## src/rtl/des_key_pkg.sv

```systemverilog
// des_key_pkg: DES key-schedule tables, widths, state encoding and rotation helpers
package des_key_pkg;
  localparam int KEY_W = 64;
  localparam int HALF_W = 28;
  localparam int SUBKEY_W = 48;
  localparam int PC1 [56] = '{
    57, 49, 41, 33, 25, 17,  9,
     1, 58, 50, 42, 34, 26, 18,
    10,  2, 59, 51, 43, 35, 27,
    19, 11,  3, 60, 52, 44, 36,
    63, 55, 47, 39, 31, 23, 15,
     7, 62, 54, 46, 38, 30, 22,
    14,  6, 61, 53, 45, 37, 29,
    21, 13,  5, 28, 20, 12,  4
  };
  localparam logic [1:0] SHIFTS [16] = '{
    2'd1, 2'd1, 2'd2, 2'd2, 2'd2, 2'd2, 2'd2, 2'd2,
    2'd1, 2'd2, 2'd2, 2'd2, 2'd2, 2'd2, 2'd2, 2'd1
  };
  typedef enum logic [1:0] {IDLE, ISSUE, FINISH} state_t;
  // Highest-numbered vector bit carries DES bit 1, for both the key and the C/D halves.
  function automatic logic [2*HALF_W:1] pc1(input logic [KEY_W:1] key);
    logic [2*HALF_W:1] r;
    for (int i = 0; i < 2*HALF_W; i++) r[2*HALF_W-i] = key[KEY_W+1-PC1[i]];
    return r;
  endfunction
  function automatic logic [HALF_W:1] rot(input logic [HALF_W:1] x, input logic [1:0] n, input logic right);
    logic [HALF_W:1] r1, r2;
    r1 = right ? {x[1], x[HALF_W:2]} : {x[HALF_W-1:1], x[HALF_W]};
    r2 = right ? {x[2:1], x[HALF_W:3]} : {x[HALF_W-2:1], x[HALF_W:HALF_W-1]};
    return n == 2'd2 ? r2 : n == 2'd1 ? r1 : x;
  endfunction
endpackage

```

## src/rtl/Permuted_Choice2.sv

```systemverilog
// Permuted_Choice2: DES PC2 selection of 48 subkey bits from the 56-bit C/D pair
module Permuted_Choice2
  import des_key_pkg::*;
(
  input  logic [2*HALF_W:1] cd,
  output logic [SUBKEY_W:1] subkey
);
  localparam int PC2 [48] = '{
    14, 17, 11, 24,  1,  5,
     3, 28, 15,  6, 21, 10,
    23, 19, 12,  4, 26,  8,
    16,  7, 27, 20, 13,  2,
    41, 52, 31, 37, 47, 55,
    30, 40, 51, 45, 33, 48,
    44, 49, 39, 56, 34, 53,
    46, 42, 50, 36, 29, 32
  };
  always_comb
    for (int i = 0; i < SUBKEY_W; i++) subkey[SUBKEY_W-i] = cd[2*HALF_W+1-PC2[i]];
endmodule

```

## src/rtl/decrypt_key_sequencer.sv

```systemverilog
// decrypt_key_sequencer: issues the 16 DES round subkeys over a valid/ready handshake,
// K16..K1 with right rotations when DECRYPT=1, K1..K16 with left rotations otherwise.
module decrypt_key_sequencer
  import des_key_pkg::*;
#(
  parameter bit DECRYPT = 1'b1
) (
  input  logic                CLK,
  input  logic                RESET_BAR,
  input  logic                START,
  input  logic [KEY_W:1]      KEY_IN,
  input  logic                ABORT,
  input  logic                SUBKEY_READY,
  output logic [SUBKEY_W:1]   SUBKEY,
  output logic                SUBKEY_VALID,
  output logic [4:1]          ROUND,
  output logic                BUSY,
  output logic                DONE
);
  state_t state, state_n;
  logic [HALF_W:1] c, d, c_n, d_n, c_load, d_load;
  logic [4:1] round_n;
  logic [2*HALF_W:1] cd0;
  logic [SUBKEY_W:1] pc2_out;
  logic [1:0] amt;
  logic last;
  assign cd0 = pc1(KEY_IN);
  // Encryption pre-rotates by s(1) at load, so the last handshake needs no further rotation.
  assign c_load = DECRYPT ? cd0[2*HALF_W:HALF_W+1] : rot(cd0[2*HALF_W:HALF_W+1], 2'd1, 1'b0);
  assign d_load = DECRYPT ? cd0[HALF_W:1] : rot(cd0[HALF_W:1], 2'd1, 1'b0);
  assign amt = DECRYPT ? SHIFTS[ROUND] : (ROUND == 4'd15 ? 2'd0 : SHIFTS[ROUND + 4'd1]);
  assign last = ROUND == (DECRYPT ? 4'd0 : 4'd15);
  always_comb begin
    state_n = state;
    c_n = c;
    d_n = d;
    round_n = ROUND;
    if (ABORT) state_n = IDLE;
    else if (state == IDLE && START) begin
      state_n = ISSUE;
      c_n = c_load;
      d_n = d_load;
      round_n = DECRYPT ? 4'd15 : 4'd0;
    end else if (state == ISSUE && SUBKEY_READY) begin
      state_n = last ? FINISH : ISSUE;
      c_n = rot(c, amt, DECRYPT);
      d_n = rot(d, amt, DECRYPT);
      round_n = DECRYPT ? ROUND - 4'd1 : ROUND + 4'd1;
    end else if (state == FINISH) state_n = IDLE;
  end
  always_ff @(posedge CLK or negedge RESET_BAR) begin
    if (!RESET_BAR) begin
      state <= IDLE;
      c <= '0;
      d <= '0;
      ROUND <= '0;
    end else begin
      state <= state_n;
      c <= c_n;
      d <= d_n;
      ROUND <= round_n;
    end
  end
  Permuted_Choice2 u_pc2 (.cd({c, d}), .subkey(pc2_out));
  assign SUBKEY_VALID = state == ISSUE;
  assign BUSY = state != IDLE;
  assign DONE = state == FINISH;
  assign SUBKEY = SUBKEY_VALID ? pc2_out : '0;
endmodule

```

## config.mk

```make
export PLATFORM = sky130hd
export DESIGN_NAME = decrypt_key_sequencer
export DESIGN_NICKNAME = d
export VERILOG_FILES = /design/src/rtl/des_key_pkg.sv /design/src/rtl/Permuted_Choice2.sv /design/src/rtl/decrypt_key_sequencer.sv
export SDC_FILE = /design/constraint.sdc
export NUM_CORES = 1
export LEC_CHECK = 0
export BUFFER_PORTS_ARGS = -buffer_cell sky130_fd_sc_hd__buf_4
export CAP_MARGIN = 5
export CELL_PAD_IN_SITES_DETAIL_PLACEMENT = 1
export CELL_PAD_IN_SITES_GLOBAL_PLACEMENT = 1
export CORE_MARGIN = 1
export CORE_UTILIZATION = 40
export DETAILED_ROUTE_END_ITERATION = 16
export PLACE_DENSITY_LB_ADDON = 0.1
export REMOVE_ABC_BUFFERS = 1
export SKIP_LAST_GASP = 1
export SYNTH_ARGS = -nofsm -noshare
export SYNTH_HDL_FRONTEND = slang
export SYNTH_HIERARCHICAL = 1
export SYNTH_SLANG_ARGS = --single-unit
```

## constraint.sdc

```tcl
create_clock -name CLK -period 2 [get_ports CLK]
set_input_delay 0.2 -clock CLK [delete_from_list [all_inputs] [get_ports CLK]]
set_output_delay 0.2 -clock CLK [all_outputs]
set_load 0.01 [all_outputs]
```

==> results of run 1 <==
==> through the flow <==
stage	setup slack, ps	hold WS, ps
5_1_grt	-89.8	54.8
3_5_place_dp	-21.3	207
4_1_cts	-31.1	40.4
2_1_floorplan	-2580	-95.6
3_3_place_gp	59.1	210
6_report	-0.534	41.7
==> worst max-delay path by stage <==
stage                    end  cells after the start
finish                  c[9]                      7
global route           d[20]                      7
CTS                     c[6]                      7
detailed placement      c[1]                      7
global placement        c[3]                      7
floorplan           ROUND[2]                      3
==> layout by cell type (no fill, tap or decap), types with 3 or more instances in the layout <==
master,count
clkinvlp_4,4
a2111oi_0,13
a21oi_1,60
dfrtp_1,60
buf_4,136
clkbuf_16,9
nor2_1,5
inv_1,3
o31ai_1,56
a2111oi_2,24
buf_12,8
nor4b_1,55
mux2i_1,57
a2111oi_1,18
and2_1,48
nand2_1,115
==> worst register-to-register path, delay by kind of cell (launching register included) <==
kind	cells	cell delay (ps)
flops	1	350
fa+ha+maj	1	210
simple gates	1	150
compound gates	3	920
buf+inv	2	230
==> per-layer routing <==
layer  routed length [µm]  vias to the layer above  global-route usage, %  part of all wire (%)
met5                    0                        -                      0                     0
met2                 8350                      118                   41.3                    48
li1                     -                     2494                      -                     -
met3                  661                       19                   4.01                   3.8
met4                  250                        0                   7.41                   1.4
met1                 8130                     2686                   33.6                    47
==> final cells by class <==
type | instances | area (µm²)
Fill cell | 1581 | 7070
Multi-Input combinational cell | 476 | 3450
Sequential cell | 62 | 1560
Timing Repair Buffer | 145 | 1190
Clock buffer | 9 | 225
Tap cell | 180 | 225
Clock inverter | 7 | 98.8
Inverter | 3 | 11.3
==> flip-flops by register name, indices dropped and copies added (netlist names) <==
register  count
state         2
ROUND         4
c            28
d            28
==> repair_timing <==
action                                 in CTS  in global routing
hold buffers                                1                  0
pin swaps                                   0                  0
endpoints found under the hold margin      33                  0
setup endpoints to repair                   3                 34
resized for setup                           3                 19
==> cell families (layout without fill, tap and decap cells) <==
family                     count (synthesis)  after routing
adders and majority gates                  2              2
buffers and inverters                    126            164
AOI/OAI and AO/OA                        178            178
DFF                                       62             62
muxes                                     57             57
and+or+nand+nor                          239            239
==> where the power goes <==
group	internal, W	leakage [nW]	switching (W)	total (W)
combinational	0.00133	1.95	0.00132	0.00266
sequential	0.00160	0.779	0.000451	0.00205
clock	0.00109	0.144	0.000656	0.00175
total	0.00402	2.87	0.00243	0.00645
==> flow_results.xml, run 1 <==
<?xml version="1.0" encoding="UTF-8"?>
<metrics>
  <group name="run_status">
    <metric name="outcome" unit="">finished, violations left</metric>
    <metric name="failed_checks" unit="">negative setup slack</metric>
  </group>
  <group name="worst_setup_path">
    <metric name="timing.rr.end" unit="">c[9]</metric>
    <metric name="timing.critical_path.fanout_max" unit="">28</metric>
    <metric name="critical_path_buf_inv_count" unit="">2</metric>
    <metric name="critical_path.reg2reg.startpoint" unit="">ROUND[1]</metric>
    <metric name="r2r_slack" unit="ps">-0.5</metric>
    <metric name="startpoint_type" unit="">register</metric>
    <metric name="worst_setup_path_category" unit="">reg -&gt; reg</metric>
    <metric name="slowest_delay" unit="ps">540</metric>
    <metric name="worst-r2r-cell-count" unit="">7</metric>
    <metric name="cell_family_with_most_cp_delay" unit="">compound AO/OA/AOI/OAI gates</metric>
    <metric name="crit_path_cell_trace" unit="">inv_1 &gt; ha_1 &gt; and2_4 &gt; o21ba_2 &gt; buf_12 &gt; a2111oi_0 &gt; o31ai_1</metric>
    <metric name="critical_path_required" unit="ps">2210</metric>
    <metric name="critPathCaptureType" unit="">register</metric>
    <metric name="cpMaxStageDelayCell" unit="">a2111oi_0</metric>
    <metric name="crit_path_start" unit="">ROUND[1]</metric>
    <metric name="timing.critical_path.arrival" unit="ps">2210</metric>
  </group>
  <group name="synthesis">
    <metric name="synth.top_cells.by_count" unit="">115 x nand2_1, 62 x dfrtp_1, 60 x a21oi_1</metric>
    <metric name="synth_flop_cell" unit="">dfrtp_1</metric>
    <metric name="synth_largest_type_area_fraction" unit="%">27.5</metric>
    <metric name="post_synth_fa_ha_maj_area_fraction" unit="%">0.444</metric>
    <metric name="synth_top_family_by_area" unit="">compound AO/OA/AOI/OAI gates</metric>
    <metric name="synth_seq_cells" unit="">62</metric>
    <metric name="sequential_area_share_after_synthesis" unit="%">27.5</metric>
    <metric name="synth_simple_gate_area_share" unit="%">23.8</metric>
    <metric name="synth_xor_area_share" unit="%">0</metric>
    <metric name="synth.top_cells.by_area" unit="">dfrtp_1 28%, mux2i_1 10%, nor4b_1 8.9%, nand2_1 7.7%, o31ai_1 7.5%</metric>
    <metric name="muxShareOfSynthArea" unit="%">10.1</metric>
    <metric name="yosysMostFrequentCell" unit="">nand2_1</metric>
    <metric name="netlist_instances" unit="">664</metric>
    <metric name="netlist-cell-type-count" unit="">35</metric>
    <metric name="avgSynthCellArea" unit="µm²">8.49</metric>
    <metric name="synth_top_cell_by_area" unit="">dfrtp_1</metric>
    <metric name="ys_warn_count" unit="">6</metric>
    <metric name="async_reset_ff_share" unit="%">100</metric>
    <metric name="syn_area" unit="µm²">5640</metric>
    <metric name="synth_enable_flop_cells" unit="">0</metric>
    <metric name="synth_compound_gate_area_share" unit="%">24.8</metric>
  </group>
  <group name="sta">
    <metric name="period_share" unit="%">100</metric>
    <metric name="worst_slew_margin_rel" unit="%">65.1</metric>
    <metric name="final-max-slew-violation-count" unit="">0</metric>
    <metric name="maxClockFrequency" unit="MHz">500</metric>
    <metric name="timing.final.setup_violations" unit="">1</metric>
    <metric name="pin_slew_with_the_least_headroom_to_its_limit" unit="ps">511</metric>
    <metric name="hold_viol_final" unit="">0</metric>
    <metric name="period_needed" unit="ps">2000</metric>
    <metric name="clock_skew" unit="ps">6.19</metric>
    <metric name="final.setup.worst_slack" unit="ps">-0.534</metric>
    <metric name="rsz_0062_raised_after_global_routing" unit="">true</metric>
    <metric name="setup_tns" unit="ps">-0.534</metric>
  </group>
  <group name="pwr">
    <metric name="power.density" unit="nW/µm²">955</metric>
    <metric name="vdd_drop_max" unit="mV">0.398</metric>
    <metric name="static-leakage-power" unit="nW">2.87</metric>
    <metric name="total_power" unit="W">0.00645</metric>
  </group>
  <group name="hold_path">
    <metric name="holdCritPathClass" unit="">in -&gt; reg</metric>
    <metric name="hold_end" unit="">state[0]</metric>
    <metric name="hold-path-cell-count" unit="">2</metric>
    <metric name="worstHoldStart" unit="">ABORT</metric>
  </group>
  <group name="placement">
    <metric name="final_estimated_routing_congestion_in_global_placement" unit="">0.765</metric>
    <metric name="detailed_place.area" unit="µm²">6350</metric>
    <metric name="placed_cells" unit="">865</metric>
    <metric name="placement.io_buffers" unit="">115</metric>
    <metric name="place_hpwl" unit="µm">11100</metric>
  </group>
  <group name="route">
    <metric name="drt_first_pass_iters" unit="">4</metric>
    <metric name="vias" unit="">5317</metric>
    <metric name="post_drt_wl_per_cell" unit="µm">19.7</metric>
    <metric name="antenna_violating_nets_post_route" unit="">0</metric>
    <metric name="drt-total-wl" unit="µm">17400</metric>
    <metric name="post_drt_via_cell_ratio" unit="">6.03</metric>
    <metric name="drt_iter0_drc" unit="">262</metric>
    <metric name="post-route-drc-count" unit="">0</metric>
  </group>
  <group name="clocking">
    <metric name="clock-sinks" unit="">62</metric>
    <metric name="post_cts.repair.setup_buffers" unit="">0</metric>
    <metric name="clock_tree.htree_level_count" unit="">3</metric>
    <metric name="clkLatencyLatePin" unit="ps">350</metric>
    <metric name="root_buffer" unit="">clkbuf_16</metric>
    <metric name="tritoncts" unit="">built</metric>
    <metric name="clock_path_buffers" unit="">2</metric>
    <metric name="clk_transition_reported_paths" unit="ps">60</metric>
    <metric name="cts_buffers" unit="">9</metric>
  </group>
  <group name="finish">
    <metric name="final_stage_net_count" unit="">768</metric>
    <metric name="layout.cells.non_filler" unit="">882</metric>
    <metric name="fin_util" unit="%">48.9</metric>
    <metric name="drive_above_1_share" unit="%">28.5</metric>
    <metric name="finish.instance_area" unit="µm²">6760</metric>
    <metric name="area_delta_synth_final" unit="%">19.8</metric>
    <metric name="antenna-diode-count" unit="">0</metric>
  </group>
  <group name="global_route">
    <metric name="pin_count_of_the_biggest_net_entering_global_routing" unit="">59</metric>
    <metric name="globalRoute.totalOverflow" unit="">0</metric>
    <metric name="global_route.usage.total" unit="%">25.0</metric>
    <metric name="antenna_found_initial" unit="">0</metric>
    <metric name="grt_pass1_wl" unit="µm">28900</metric>
    <metric name="grt_pass1_vias" unit="">5451</metric>
  </group>
  <group name="floorplanning">
    <metric name="chipWidth" unit="µm">121</metric>
    <metric name="die_area" unit="µm²">14600</metric>
    <metric name="start_util" unit="%">40.8</metric>
    <metric name="placementRows" unit="">43</metric>
    <metric name="die_height" unit="µm">121</metric>
    <metric name="area_of_the_placeable_core" unit="µm²">13800</metric>
    <metric name="pin_count" unit="">124</metric>
  </group>
  <group name="job">
    <metric name="cap_violations" unit="">0</metric>
  </group>
</metrics>
(Power assumes the default switching activity.)
==> run 2, diff against run 1 <==
--- a/config.mk
+++ b/config.mk
@@ -5,12 +5,14 @@
 export SDC_FILE = /design/constraint.sdc
 export NUM_CORES = 1
 export LEC_CHECK = 0
+export ABC_AREA = 1
 export BUFFER_PORTS_ARGS = -buffer_cell sky130_fd_sc_hd__buf_4
 export CAP_MARGIN = 5
 export CELL_PAD_IN_SITES_DETAIL_PLACEMENT = 1
 export CELL_PAD_IN_SITES_GLOBAL_PLACEMENT = 1
 export CORE_MARGIN = 1
-export CORE_UTILIZATION = 40
+export CORE_UTILIZATION = 36
+export CTS_CLUSTER_SIZE = 20
 export DETAILED_ROUTE_END_ITERATION = 16
 export PLACE_DENSITY_LB_ADDON = 0.1
 export REMOVE_ABC_BUFFERS = 1
==> flow_results.xml, run 2 <==
<?xml version="1.0" encoding="UTF-8"?>
<metrics>
  <group name="finish">
    <metric name="final_stage_net_count" unit="">861</metric>
    <metric name="area_delta_synth_final" unit="%">19.3</metric>
    <metric name="layout_commonest_cell" unit="">nand2_1</metric>
    <metric name="layout_common_cells" unit="">233 x nand2_1, 164 x nor2_1, 120 x buf_4</metric>
    <metric name="multiInputGateArea" unit="µm²">2240</metric>
    <metric name="fin_util" unit="%">44.9</metric>
    <metric name="fillerInstances" unit="">1681</metric>
    <metric name="area.sequential" unit="µm²">1550</metric>
    <metric name="drive_above_1_share" unit="%">19.3</metric>
    <metric name="antenna-diode-count" unit="">0</metric>
    <metric name="regs_by_ff_count" unit="">c: 28 flops, d: 28 flops, ROUND: 4 flops</metric>
    <metric name="layout.cells.non_filler" unit="">961</metric>
  </group>
  <group name="job">
    <metric name="cap_violations" unit="">0</metric>
  </group>
  <group name="sta">
    <metric name="final-max-slew-violation-count" unit="">0</metric>
    <metric name="maxClockFrequency" unit="MHz">544</metric>
    <metric name="period_needed" unit="ps">1840</metric>
    <metric name="clock_skew" unit="ps">4.41</metric>
    <metric name="period_share" unit="%">92.0</metric>
    <metric name="hold_viol_final" unit="">0</metric>
    <metric name="worst_slew_margin_rel" unit="%">69.5</metric>
    <metric name="pin_slew_with_the_least_headroom_to_its_limit" unit="ps">458</metric>
    <metric name="rsz_0062_raised_after_global_routing" unit="">true</metric>
    <metric name="timing.final.setup_violations" unit="">0</metric>
    <metric name="final.setup.worst_slack" unit="ps">160</metric>
  </group>
  <group name="global_route">
    <metric name="pin_count_of_the_biggest_net_entering_global_routing" unit="">86</metric>
    <metric name="globalRoute.totalOverflow" unit="">0</metric>
    <metric name="antenna_found_initial" unit="">0</metric>
    <metric name="grt_pass1_wl" unit="µm">21000</metric>
    <metric name="grt_pass1_vias" unit="">4325</metric>
    <metric name="global_route.usage.total" unit="%">20.0</metric>
  </group>
  <group name="placement">
    <metric name="placement.io_buffers" unit="">115</metric>
    <metric name="place_hpwl" unit="µm">8010</metric>
    <metric name="final_estimated_routing_congestion_in_global_placement" unit="">0.788</metric>
    <metric name="place_ws" unit="ps">184</metric>
    <metric name="placed_cells" unit="">946</metric>
  </group>
  <group name="synthesis">
    <metric name="synth_enable_flop_cells" unit="">0</metric>
    <metric name="sequential_area_share_after_synthesis" unit="%">33.6</metric>
    <metric name="avgSynthCellArea" unit="µm²">6.18</metric>
    <metric name="netlist_instances" unit="">747</metric>
    <metric name="synth.top_cells.by_count" unit="">234 x nand2_1, 164 x nor2_1, 115 x nand3_1</metric>
    <metric name="async_reset_ff_share" unit="%">100</metric>
    <metric name="syn_area" unit="µm²">4620</metric>
    <metric name="synth_seq_cells" unit="">62</metric>
    <metric name="synth.top_cells.by_area" unit="">dfrtp_1 34%, nand2_1 19%, nor2_1 13%, nand3_1 12%, buf_4 8.6%</metric>
    <metric name="synth_top_cell_by_area" unit="">dfrtp_1</metric>
    <metric name="ys_warn_count" unit="">6</metric>
    <metric name="netlist-cell-type-count" unit="">22</metric>
    <metric name="yosysMostFrequentCell" unit="">nand2_1</metric>
    <metric name="synth_flop_cell" unit="">dfrtp_1</metric>
    <metric name="synth_largest_type_area_fraction" unit="%">33.6</metric>
  </group>
  <group name="route">
    <metric name="post_drt_via_cell_ratio" unit="">4.71</metric>
    <metric name="drt-total-wl" unit="µm">12700</metric>
    <metric name="post_drt_wl_per_cell" unit="µm">13.2</metric>
    <metric name="antenna_violating_nets_post_route" unit="">0</metric>
    <metric name="drt_iter0_drc" unit="">280</metric>
    <metric name="post-route-drc-count" unit="">0</metric>
    <metric name="drt_first_pass_iters" unit="">4</metric>
    <metric name="vias" unit="">4526</metric>
  </group>
  <group name="worst_setup_path">
    <metric name="critPathCaptureType" unit="">register</metric>
    <metric name="cell_family_with_most_cp_delay" unit="">simple AND/OR/NAND/NOR gates</metric>
    <metric name="cpMaxStageDelayCell" unit="">dfrtp_1</metric>
    <metric name="cpMostUsedCell" unit="">nand2_1</metric>
    <metric name="crit_path_cell_trace" unit="">inv_1 &gt; ha_1 &gt; nand2_2 &gt; nand3_2 &gt; nand2_2 &gt; buf_12 &gt; nand2_1 &gt; nand3_1 &gt; nand2_1 &gt; nand2_1</metric>
    <metric name="timing.critical_path.fanout_max" unit="">44</metric>
    <metric name="critical_path_buf_inv_count" unit="">2</metric>
    <metric name="slowest_delay" unit="ps">430</metric>
    <metric name="worst_setup_path_category" unit="">reg -&gt; reg</metric>
    <metric name="critical_path_required" unit="ps">2260</metric>
    <metric name="startpoint_type" unit="">register</metric>
    <metric name="timing.critical_path.arrival" unit="ps">2100</metric>
  </group>
  <group name="clocking">
    <metric name="cts_buffers" unit="">9</metric>
    <metric name="clk_transition_reported_paths" unit="ps">50</metric>
    <metric name="clock-sinks" unit="">62</metric>
    <metric name="post_cts.repair.setup_buffers" unit="">0</metric>
    <metric name="tritoncts" unit="">built</metric>
    <metric name="root_buffer" unit="">clkbuf_16</metric>
    <metric name="clock_path_buffers" unit="">2</metric>
    <metric name="clkLatencyLatePin" unit="ps">320</metric>
    <metric name="clock_tree.htree_level_count" unit="">3</metric>
  </group>
  <group name="floorplanning">
    <metric name="area_of_the_placeable_core" unit="µm²">12300</metric>
    <metric name="chipWidth" unit="µm">115</metric>
    <metric name="placementRows" unit="">40</metric>
    <metric name="start_util" unit="%">37.6</metric>
    <metric name="die_area" unit="µm²">13300</metric>
    <metric name="pin_count" unit="">124</metric>
    <metric name="die_height" unit="µm">115</metric>
  </group>
  <group name="pwr">
    <metric name="power.density" unit="nW/µm²">1320</metric>
    <metric name="static-leakage-power" unit="nW">3.06</metric>
    <metric name="vdd_drop_max" unit="mV">0.539</metric>
  </group>
  <group name="hold_path">
    <metric name="holdCritPathClass" unit="">in -&gt; reg</metric>
  </group>
  <group name="run_status">
    <metric name="outcome" unit="">finished clean</metric>
  </group>
</metrics>
-- run 2: cell types whose count changed after synthesis, sizes merged, moves of 10 or more --
cell	change
nor2	+159
inv	+56
clkbuf	-38
mux2i	-57
nand2	+121
nand3	+116
a21oi	-60
a2111oi	-56
o31ai	-56
nor4b	-57
and2	-51
buf	+10
-- run 2: power breakdown --
part | switching [W] | internal, W
clock | 0.000542 | 0.000854
combinational | 0.00203 | 0.00136
sequential | 0.000618 | 0.00184
total | 0.00319 | 0.00406
-- run 2: cell type report --
class	instances	share of cell area [%]
Clock buffer	12	4.48
Multi-Input combinational cell	531	40.6
Timing Repair Buffer	127	18.7
Clock inverter	2	0.182
Inverter	59	4.02
Sequential cell	62	28.2
Tap cell	168	3.82
-- run 2: what timing repair did --
action	CTS	global route
hold endpoints to repair	30	0
hold buffers	1	0
setup endpoints to repair	0	4
resized for setup	0	0
-- run 2: metal layers --
layer	GRT usage [%]	up-vias	wire, µm
met5	0	-	0
met4	5.11	0	97
met3	3.16	7	464
met2	31.7	81	5870
met1	28.3	2116	6240
li1	-	2322	-
-- run 2: metrics by stage --
| step | total power [W] | cell area (µm²) | setup TNS, ps | hold slack (ps) |
|---|---|---|---|---|
| floorplan | 0.00452 | 3990 | -77600 | -95.6 |
| global placement | 0.00578 | 5240 | 0 | 185 |
| detailed placement | 0.00589 | 5240 | 0 | 180 |
| CTS | 0.00736 | 5510 | 0 | 178 |
| global route | 0.00796 | 5510 | -40.9 | 194 |
| finish | 0.00725 | 5510 | 0 | 195 |
-- run 2: final timing paths --
path,from,endpoint,slack [ps],cells after the start
setup / recovery,ROUND[2],d[23],160,10
hold / removal,SUBKEY_READY,state[1],200,3
setup reg to reg,ROUND[2],d[23],160,10
hold reg to reg,c[20],c[20],510,2
max in group asynchronous,RESET_BAR,c[8],1070,3
min in group asynchronous,RESET_BAR,c[21],370,2
-- run 2: worst min-delay path, stage by stage --
cell and delay (ps):
buf_4 120, nand4_1 90, o21ai_1 60
-- run 2: logic make-up after synthesis --
| group | share of synthesized area (%) |
|---|---|
| DFF | 33.6 |
| adders and majority gates | 0.542 |
| and+or+nand+nor | 45.9 |
| AOI/OAI and AO/OA | 1.33 |
| buffers and inverters | 18.4 |
| xor gates and xnor gates | 0.190 |
